<file path="src/rtl/shared_pkg.sv">
// shared_pkg: FIFO geometry and read-side controller state encoding shared across the FIFO blocks
package shared_pkg;
  localparam int FIFO_WIDTH = 16;
  localparam int FIFO_DEPTH = 8;
  typedef enum logic [1:0] {RD_IDLE, RD_RUN, RD_STOP} rd_state_e;
endpackage

</file>
<file path="src/rtl/fifo_reader_skid.sv">
// fifo_reader_skid: 2-entry in-order buffer; head is entry 0, tail holds the second word
module fifo_reader_skid #(
  parameter int W = 16
) (
  input  logic         clk,
  input  logic         rst,
  input  logic         write,
  input  logic         pop,
  input  logic [W-1:0] wdata,
  output logic [W-1:0] head,
  output logic [1:0]   occ,
  output logic         overrun
);
  logic [W-1:0] tail;
  logic accept;
  assign overrun = write & (occ == 2'd2);
  assign accept = write & ~(overrun & ~pop);
  always_ff @(posedge clk) begin
    if (rst) begin
      head <= '0;
      tail <= '0;
      occ  <= '0;
    end else begin
      head <= pop ? ((occ == 2'd2) ? tail : wdata) : (write && occ == 2'd0) ? wdata : head;
      if (accept && ((occ == 2'd1 && !pop) || (occ == 2'd2 && pop))) tail <= wdata;
      occ <= occ + 2'(accept) - 2'(pop);
    end
  end
endmodule

</file>
<file path="src/rtl/fifo_reader.sv">
// fifo_reader: pops the synchronous FIFO, absorbs its read latency and streams words out via a skid buffer
module fifo_reader #(
  parameter int FIFO_WIDTH = 16,
  parameter int CNT_WIDTH  = 16
) (
  input  logic                  clk,
  input  logic                  rst,
  input  logic                  enable,
  input  logic                  empty,
  input  logic                  underflow,
  input  logic [FIFO_WIDTH-1:0] data_out,
  output logic                  rd_en,
  output logic [FIFO_WIDTH-1:0] m_data,
  output logic                  m_valid,
  input  logic                  m_ready,
  output logic [CNT_WIDTH-1:0]  rd_count,
  output logic                  busy,
  output logic                  err
);
  import shared_pkg::*;
  rd_state_e state;
  logic infl, pop, overrun;
  logic [1:0] occ;
  assign pop = m_valid & m_ready;
  assign m_valid = occ != 2'd0;
  assign busy = state != RD_IDLE;
  // words already committed after this edge must never exceed the buffer depth
  assign rd_en = (state == RD_RUN) & enable & ~empty & (({1'b0, occ} + 3'(infl) - 3'(pop)) < 3'd2);
  fifo_reader_skid #(.W(FIFO_WIDTH)) skid (
    .clk(clk), .rst(rst), .write(infl), .pop(pop), .wdata(data_out),
    .head(m_data), .occ(occ), .overrun(overrun)
  );
  always_ff @(posedge clk) begin
    if (rst) begin
      state    <= RD_IDLE;
      infl     <= 1'b0;
      rd_count <= '0;
      err      <= 1'b0;
    end else begin
      infl     <= rd_en;
      rd_count <= rd_count + CNT_WIDTH'(pop);
      err      <= err | underflow | overrun;
      state    <= (state == RD_IDLE) ? (enable ? RD_RUN : RD_IDLE) :
                  (state == RD_RUN)  ? (enable ? RD_RUN : RD_STOP) :
                  enable ? RD_RUN : (occ == 2'd0 && !infl) ? RD_IDLE : RD_STOP;
    end
  end
endmodule
</file>
<file path="config.mk">
export PLATFORM = sky130hd
export DESIGN_NAME = fifo_reader
export DESIGN_NICKNAME = d
export VERILOG_FILES = /design/src/rtl/shared_pkg.sv /design/src/rtl/fifo_reader_skid.sv /design/src/rtl/fifo_reader.sv
export SDC_FILE = /design/constraint.sdc
export NUM_CORES = 1
export LEC_CHECK = 0
export ABC_AREA = 1
export BUFFER_PORTS_ARGS = -buffer_cell sky130_fd_sc_hd__buf_2
export CAP_MARGIN = 0
export CORE_MARGIN = 3
export CORE_UTILIZATION = 48
export DETAILED_ROUTE_END_ITERATION = 12
export PLACE_DENSITY = 0.76
export SLEW_MARGIN = 20
export SYNTH_ARGS = -nofsm -noshare
export SYNTH_HDL_FRONTEND = slang
export SYNTH_SLANG_ARGS = --single-unit
</file>
<file path="constraint.sdc">
create_clock -name clk -period 1.79 [get_ports clk]
set_input_delay 0.179 -clock clk [delete_from_list [all_inputs] [get_ports clk]]
set_output_delay 0.179 -clock clk [all_outputs]
set_load 0.02 [all_outputs]
</file>
==> flow_summary_export.csv, run 1 <==
group,metric,value,unit
status,status,"complete, but fails checks",
status,violations,"negative setup slack",
worst_setup_path,worst_path_most_repeated_cell,"nand2_2",
cells_and_area,drive_gt1_share,24.52,%
floorplanning,core,4848,um2
worst_hold_path,hold_path_class,"in2reg",
drt,avgViaCountPerCell,4.884,
sta,fmax,487.1,MHz
worst_setup_path,rrSetupSlack,-0.04,ns
floorplanning,pin_count,58,
sta,setup_viol,3,
worst_setup_path,rr_worst_depth,14,
drt,antenna_left,0,
placed_design,place_hpwl,3792,um
power,p_total,2.156,mW
worst_setup_path,timing.rr.end,"rd_count[12]",
drt,wl,5530,um
power,ir_drop,0.4371,mV
global_routing,grt_pass1_wl,9432,um
global_routing,track_usage,18.78,%
worst_setup_path,critPathKind,"reg2out",
yosys,synthFlopType,"dfxtp_1",
worst_setup_path,arrival,1.87,ns
worst_setup_path,reg2reg_from,"skid.occ[1]",
sta,hold_viol,0,
yosys,ys_async_sr_fraction,0,%
global_routing,grt_overflow_total,0,
clocking,hold_buffers,0,
yosys,synth_area_leaders,"dfxtp_1 (44%), nand2_1 (11%), a21oi_1 (8.1%)",
worst_setup_path,crit_path_end,"rd_en",
yosys,synth_area_leader_cell,"dfxtp_1",
placed_design,place_congestion,0.7896,
worst_setup_path,cp-startpoint,"skid.occ[1]",
global_routing,grt_max_degree,35,
global_routing,antenna_found_initial,0,
global_routing,grt_pass1_vias,2182,
sta,period_share,114.7,%
worst_setup_path,startpoint_type,"register",
floorplanning,die-area,6048,um2
sta,timing.final.max_slew_violations,0,
sta,clock_skew,0.009541,ns
floorplanning,start_util,50.99,%
clocking,root_buffer,"clkbuf_8",
drt,vias,2359,
drt,drt-wirelength-per-cell,11.45,um
drt,drt_first_iter_violations,107,
yosys,syn_nets,387,
clocking,cts_tree,"done",
worst_setup_path,critical-path-top-delay-family,"adder cells",
cells_and_area,antenna_cells,0,
placed_design,dp.cells,473,
clocking,cts.sinks,54,
worst_setup_path,critical_path_depth,9,
yosys,synth_area_per_cell,6.868,um2
yosys,yosysMostFrequentCell,"nand2_1",
yosys,yosysSeqAreaShare,43.72,%
run,cap_violations,0,
clocking,clock_path_buffers,2,
clocking,insertion_delay,0.30,ns
sta,tightest_slew,0.3310,ns
cells_and_area,nets,442,
power,power_density,701.0,nW/um2
yosys,synth_cells,360,
sta,relSlewSlack,77.85,%
worst_setup_path,crit_slowest_cell,"fa_2",
yosys,netlist-cell-type-count,26,
yosys,synth_edf_count,0,
clocking,clkTransAtPathRegs,0.10,ns
floorplanning,row_count,25,
yosys,yosysWarnings,0,
worst_setup_path,crit_chain,"inv_2 > nor2_4 > nand2_2 > nand2_2 > nand2_2 > fa_2 > nand2_2 > nor3_4 > buf_6",
sta,rsz0062_at_grt,"true",
yosys,yosys.area.top_type_share,43.72,%
worst_setup_path,required,1.61,ns
power,p_leak,1.505,nW
worst_hold_path,whs_path_depth,3,
worst_setup_path,path_max_fanout,2,
placed_design,io_buffers,57,
worst_setup_path,critPathBufInv,2,
worst_setup_path,crit_path_max_incr_delay,0.54,ns
yosys,synth_common_cells,"nand2_1 (73), dfxtp_1 (54), nor2_1 (46), inv_1 (42), a21oi_1 (40)",
floorplanning,fp.dieW,77.77,um
sta,period_needed,2.053,ns
clocking,numCtsBuffers,5,
drt,drcViolationCount,0,
yosys,ys_seq_elements,54,
drt,dr.pass1.iters,6,
floorplanning,die_h,77.77,um
cells_and_area,syn_to_final_growth,24.39,%
sta,fin_tns_setup,-0.3045,ns
clocking,htree_levels,2,
cells_and_area,finalCoreUtilization,63.43,%
cells_and_area,fin_cells,483,
sta,setup_ws,-0.2631,ns
yosys,syn_area,2472,um2
worst_setup_path,cp-end-kind,"output pin",
-- layout by cell type, fill, tap and decap left out, types with 8 or more instances in the layout --
master,Yosys,routed
dfxtp_1,54,52
nand2_1,73,67
o21ai_0,11,11
inv_1,42,41
o21ai_1,25,25
nand3_1,24,21
nor2_1,46,45
a21oi_1,40,40
inv_2,7,8
buf_2,5,56
-- cell type report --
cell class | count | area, um2
fill | 456 | 1773
inverter | 49 | 183.9
clock buffer | 7 | 97.59
timing repair buffer | 66 | 400.4
clock inverter | 1 | 7.507
tap | 67 | 83.83
sequential | 54 | 1086
multi-input combinational | 239 | 1216
-- routing by layer --
metal | GRT usage, % | vias to the layer above | part of all wire, %
li1 | - | 1253 | -
met1 | 24.22 | 1056 | 47
met2 | 32.11 | 46 | 48
met3 | 3.828 | 4 | 4.5
met4 | 4.270 | 0 | 0.83
met5 | 0 | - | 0
-- sequential cells by signal (all words and copies together), names as in the netlist --
register and flops:
rd_count 16, skid.occ 2, state 2, err 1
infl 1, skid.tail 16, skid.head 16
-- kinds of logic (layout without fill, tap and decap cells) --
| group | count (synthesis) | count (layout) | share of synthesized area, % |
|---|---|---|---|
| AND/OR/NAND/NOR | 152 | 152 | 25.15 |
| AO/OA/AOI/OAI | 79 | 79 | 16.35 |
| buffers and inverters | 67 | 123 | 10.88 |
| flip-flops | 54 | 54 | 43.72 |
| adder cells (fa/ha/maj) | 5 | 5 | 2.834 |
| XOR/XNOR | 3 | 3 | 1.063 |
-- worst reg2reg max path, cell delays in order (launching register included) --
cell and delay, ns:
dfxtp_4 0.36, buf_4 0.10, buf_6 0.12, nor2_1 0.07, inv_2 0.07, nand2_2 0.05, inv_2 0.07, ha_4 0.14
ha_4 0.13, nand2_2 0.07, nor2_4 0.21, nand2_2 0.08, o21bai_1 0.15, inv_1 0.05, nor2_1 0.09
-- metrics by stage --
stage / instance area, um2 / hold WS [ns] / setup slack [ns]
after floorplan: 2497 / 0.2566 / -0.1303
after global placement: 2864 / 0.4209 / 0.02768
after detailed placement: 2864 / 0.4231 / -0.02868
after CTS: 3009 / 0.1018 / -0.2425
after global routing: 3075 / 0.1270 / -0.3705
final: 3075 / 0.1175 / -0.2631
-- how the worst min path moves through the flow --
stage | from | endpoint | slack [ns]
final | enable | state[0] | 0.12
after global placement | enable | state[0] | 0.42
after detailed placement | enable | state[0] | 0.42
after CTS | enable | state[0] | 0.10
after global routing | enable | state[1] | 0.13
after floorplan | rst | rd_count[2] | 0.26
-- where the power goes --
part	leakage, nW	switching [mW]	internal [mW]
clock	0.0496	0.392	0.362
sequential	0.438	0.00884	1.22
combinational	1.02	0.109	0.0683
-- timing repair --
action | in CTS | in global routing
setup endpoints to repair | 4 | 12
pin swaps | 4 | 2
resized for setup | 9 | 14
buffers inserted | 1 | 1
No activity file was read; power rests on OpenSTA's default activity.
==> run 2, diff against run 1 <==
SKIP_CTS_REPAIR_TIMING = 1   (was not set)
SLEW_MARGIN = not set   (was 20)
==> run 2 against run 1 <==
Net effect:
- the flow still finishes with violations (negative setup slack)
- fmax fell by 0.81%
- clock skew fell by 0.0012 ns
- die area did not move
- via count fell by 0.38%
- routed wire length rose by 1.2%
- non-clock buffer count rose by 1
- count of clock-buffer cells in the layout did not move
- core utilization rose by 0.26 points
- register-to-register slack improved by 0.04 ns
- largest cell class unchanged
- largest power group unchanged
- highest routed layer unchanged
==> flow_summary_export.csv, run 2 (synthesized netlist as in run 1, its figures left out) <==
group,metric,value,unit
status,violations,"negative setup slack",
sta,setup_viol,2,
power,intPower,1.646,mW
drt,dr.pass1.iters,4,
sta,tightest_slew,0.3291,ns
worst_setup_path,critPathBufInv,2,
power,seqPwrFrac,56.8,%
global_routing,antenna_found_initial,0,
power,power_density,697.6,nW/um2
floorplanning,core,4848,um2
sta,fmax,483.1,MHz
sta,relSlewSlack,77.98,%
clocking,htree_levels,2,
clocking,root_buffer,"clkbuf_8",
power,p_total,2.154,mW
power,switching_share,23.59,%
cells_and_area,final_area,3088,um2
sta,setup_ws,-0.2798,ns
drt,drt-wirelength-per-cell,11.56,um
placed_design,dpl_cell_area,2864,um2
placed_design,place_congestion,0.7896,
drt,wl,5595,um
clocking,clkTransAtPathRegs,0.10,ns
floorplanning,die_h,77.77,um
worst_setup_path,crit_chain,"inv_2 > nor2_4 > nand2_2 > nand2_2 > nand2_2 > fa_2 > nand2_2 > nor3_4 > buf_6",
cells_and_area,final_cell_mix,"nand2_1 (67), buf_2 (56), dfxtp_1 (52)",
floorplanning,start_util,50.99,%
worst_setup_path,crit_path_max_incr_delay,0.55,ns
clocking,numCtsBuffers,5,
worst_setup_path,required,1.61,ns
worst_setup_path,startpoint_type,"register",
global_routing,grt_overflow_total,0,
floorplanning,pin_count,58,
worst_setup_path,worst_path_most_repeated_cell,"nand2_2",
floorplanning,row_count,25,
sta,rsz0062_at_grt,"true",
power,switchingPower,508.2,uW
power,p_clk_share,34.9,%
power,ir_drop,0.4364,mV
sta,period_share,115.6,%
drt,drt_first_iter_violations,93,
sta,period_needed,2.070,ns
cells_and_area,drive_gt1_share,24.70,%
placed_design,io_buffers,57,
sta,timing.final.max_slew_violations,0,
worst_setup_path,crit_slowest_cell,"fa_2",
worst_hold_path,hold_path_class,"in2reg",
sta,clock_skew,0.008371,ns
cells_and_area,nets,443,
worst_setup_path,cp-end-kind,"output pin",
placed_design,place_hpwl,3792,um
cells_and_area,top_regs,"rd_count: 16 flops, skid.head: 16 flops, skid.tail: 16 flops",
clocking,clock_path_buffers,2,
global_routing,grt_pass1_vias,2162,
sta,hold_ws,0.1246,ns
global_routing,grt_pass1_wl,9232,um
clocking,insertion_delay,0.30,ns
worst_setup_path,arrival,1.89,ns
global_routing,track_usage,18.32,%
sta,hold_viol,0,
cells_and_area,final_common_cell,"nand2_1",
clocking,cts.sinks,54,
floorplanning,die-area,6048,um2
worst_setup_path,path_max_fanout,2,
clocking,cts_tree,"done",
global_routing,grt_max_degree,35,
power,power_frac_comb,8.2,%
cells_and_area,antenna_cells,0,
status,status,"complete, but fails checks",
drt,antenna_left,0,
cells_and_area,finalCoreUtilization,63.69,%
floorplanning,fp.dieW,77.77,um
drt,drcViolationCount,0,
cells_and_area,syn_to_final_growth,24.90,%
run,cap_violations,0,
drt,avgViaCountPerCell,4.855,
worst_setup_path,critical-path-top-delay-family,"adder cells",
worst_setup_path,critPathKind,"reg2out",
power,p_leak,1.524,nW
drt,vias,2350,
[run 2: changes by cell type in the layout (fill, tap and decap cells not counted)]
cell / previous run / this run
buf_4: 5 / 6
nand2_4: 0 / 1
nand2_2: 7 / 6
[run 2: cell type report]
class / instances / area (um2)
inverters: 49 / 183.9
repair buffers: 67 / 407.9
multi-input cells: 239 / 1221
fillers: 450 / 1760
clock inverters: 1 / 7.507
clock buffers: 7 / 97.59
well taps: 67 / 83.83
flip-flops and latches: 54 / 1086
[run 2: path summary, 6_finish.rpt]
path / cells after the start / slack [ns] / endpoint / startpoint
setup / recovery: 9 / -0.28 / rd_en / skid.occ[1]
hold / removal: 3 / 0.12 / state[0] / enable
setup reg to reg: 14 / 0 / rd_count[12] / skid.occ[1]
hold reg to reg: 2 / 0.49 / rd_count[15] / rd_count[15]
[run 2: tightest hold or removal path, delay by kind of cell]
| kind | cells | cell delay [ns] |
|---|---|---|
| and+or+nand+nor | 1 | 0.07 |
| buffers and inverters | 2 | 0.14 |
[run 2: per-stage QoR]
stage	setup TNS (ns)	cells	setup slack, ns
2_1_floorplan	-0.1303	360	-0.1303
3_3_place_gp	0	473	0.02768
3_5_place_dp	-0.04453	473	-0.02868
4_1_cts	-0.4414	481	-0.3548
5_1_grt	-0.7412	484	-0.3605
6_report	-0.2845	484	-0.2798
[run 2: power by group through the flow]
| stage | sequential, mW | clock [mW] | combinational (mW) |
|---|---|---|---|
| final | 1.22 | 0.752 | 0.177 |
| after global routing | 1.23 | 0.810 | 0.202 |
| after CTS | 1.22 | 0.767 | 0.175 |
| after detailed placement | 1.25 | 0 | 0.175 |
| after global placement | 1.25 | 0 | 0.174 |
| after floorplan | 1.27 | 0 | 0.0896 |
[run 2: per-layer routing]
| layer | vias up | track usage [%] | share of wire (%) |
|---|---|---|---|
| li1 | 1254 | - | - |
| met1 | 1043 | 24.02 | 48 |
| met2 | 49 | 30.65 | 47 |
| met3 | 4 | 3.828 | 4.6 |
| met4 | 0 | 4.448 | 0.82 |
| met5 | - | 0 | 0 |
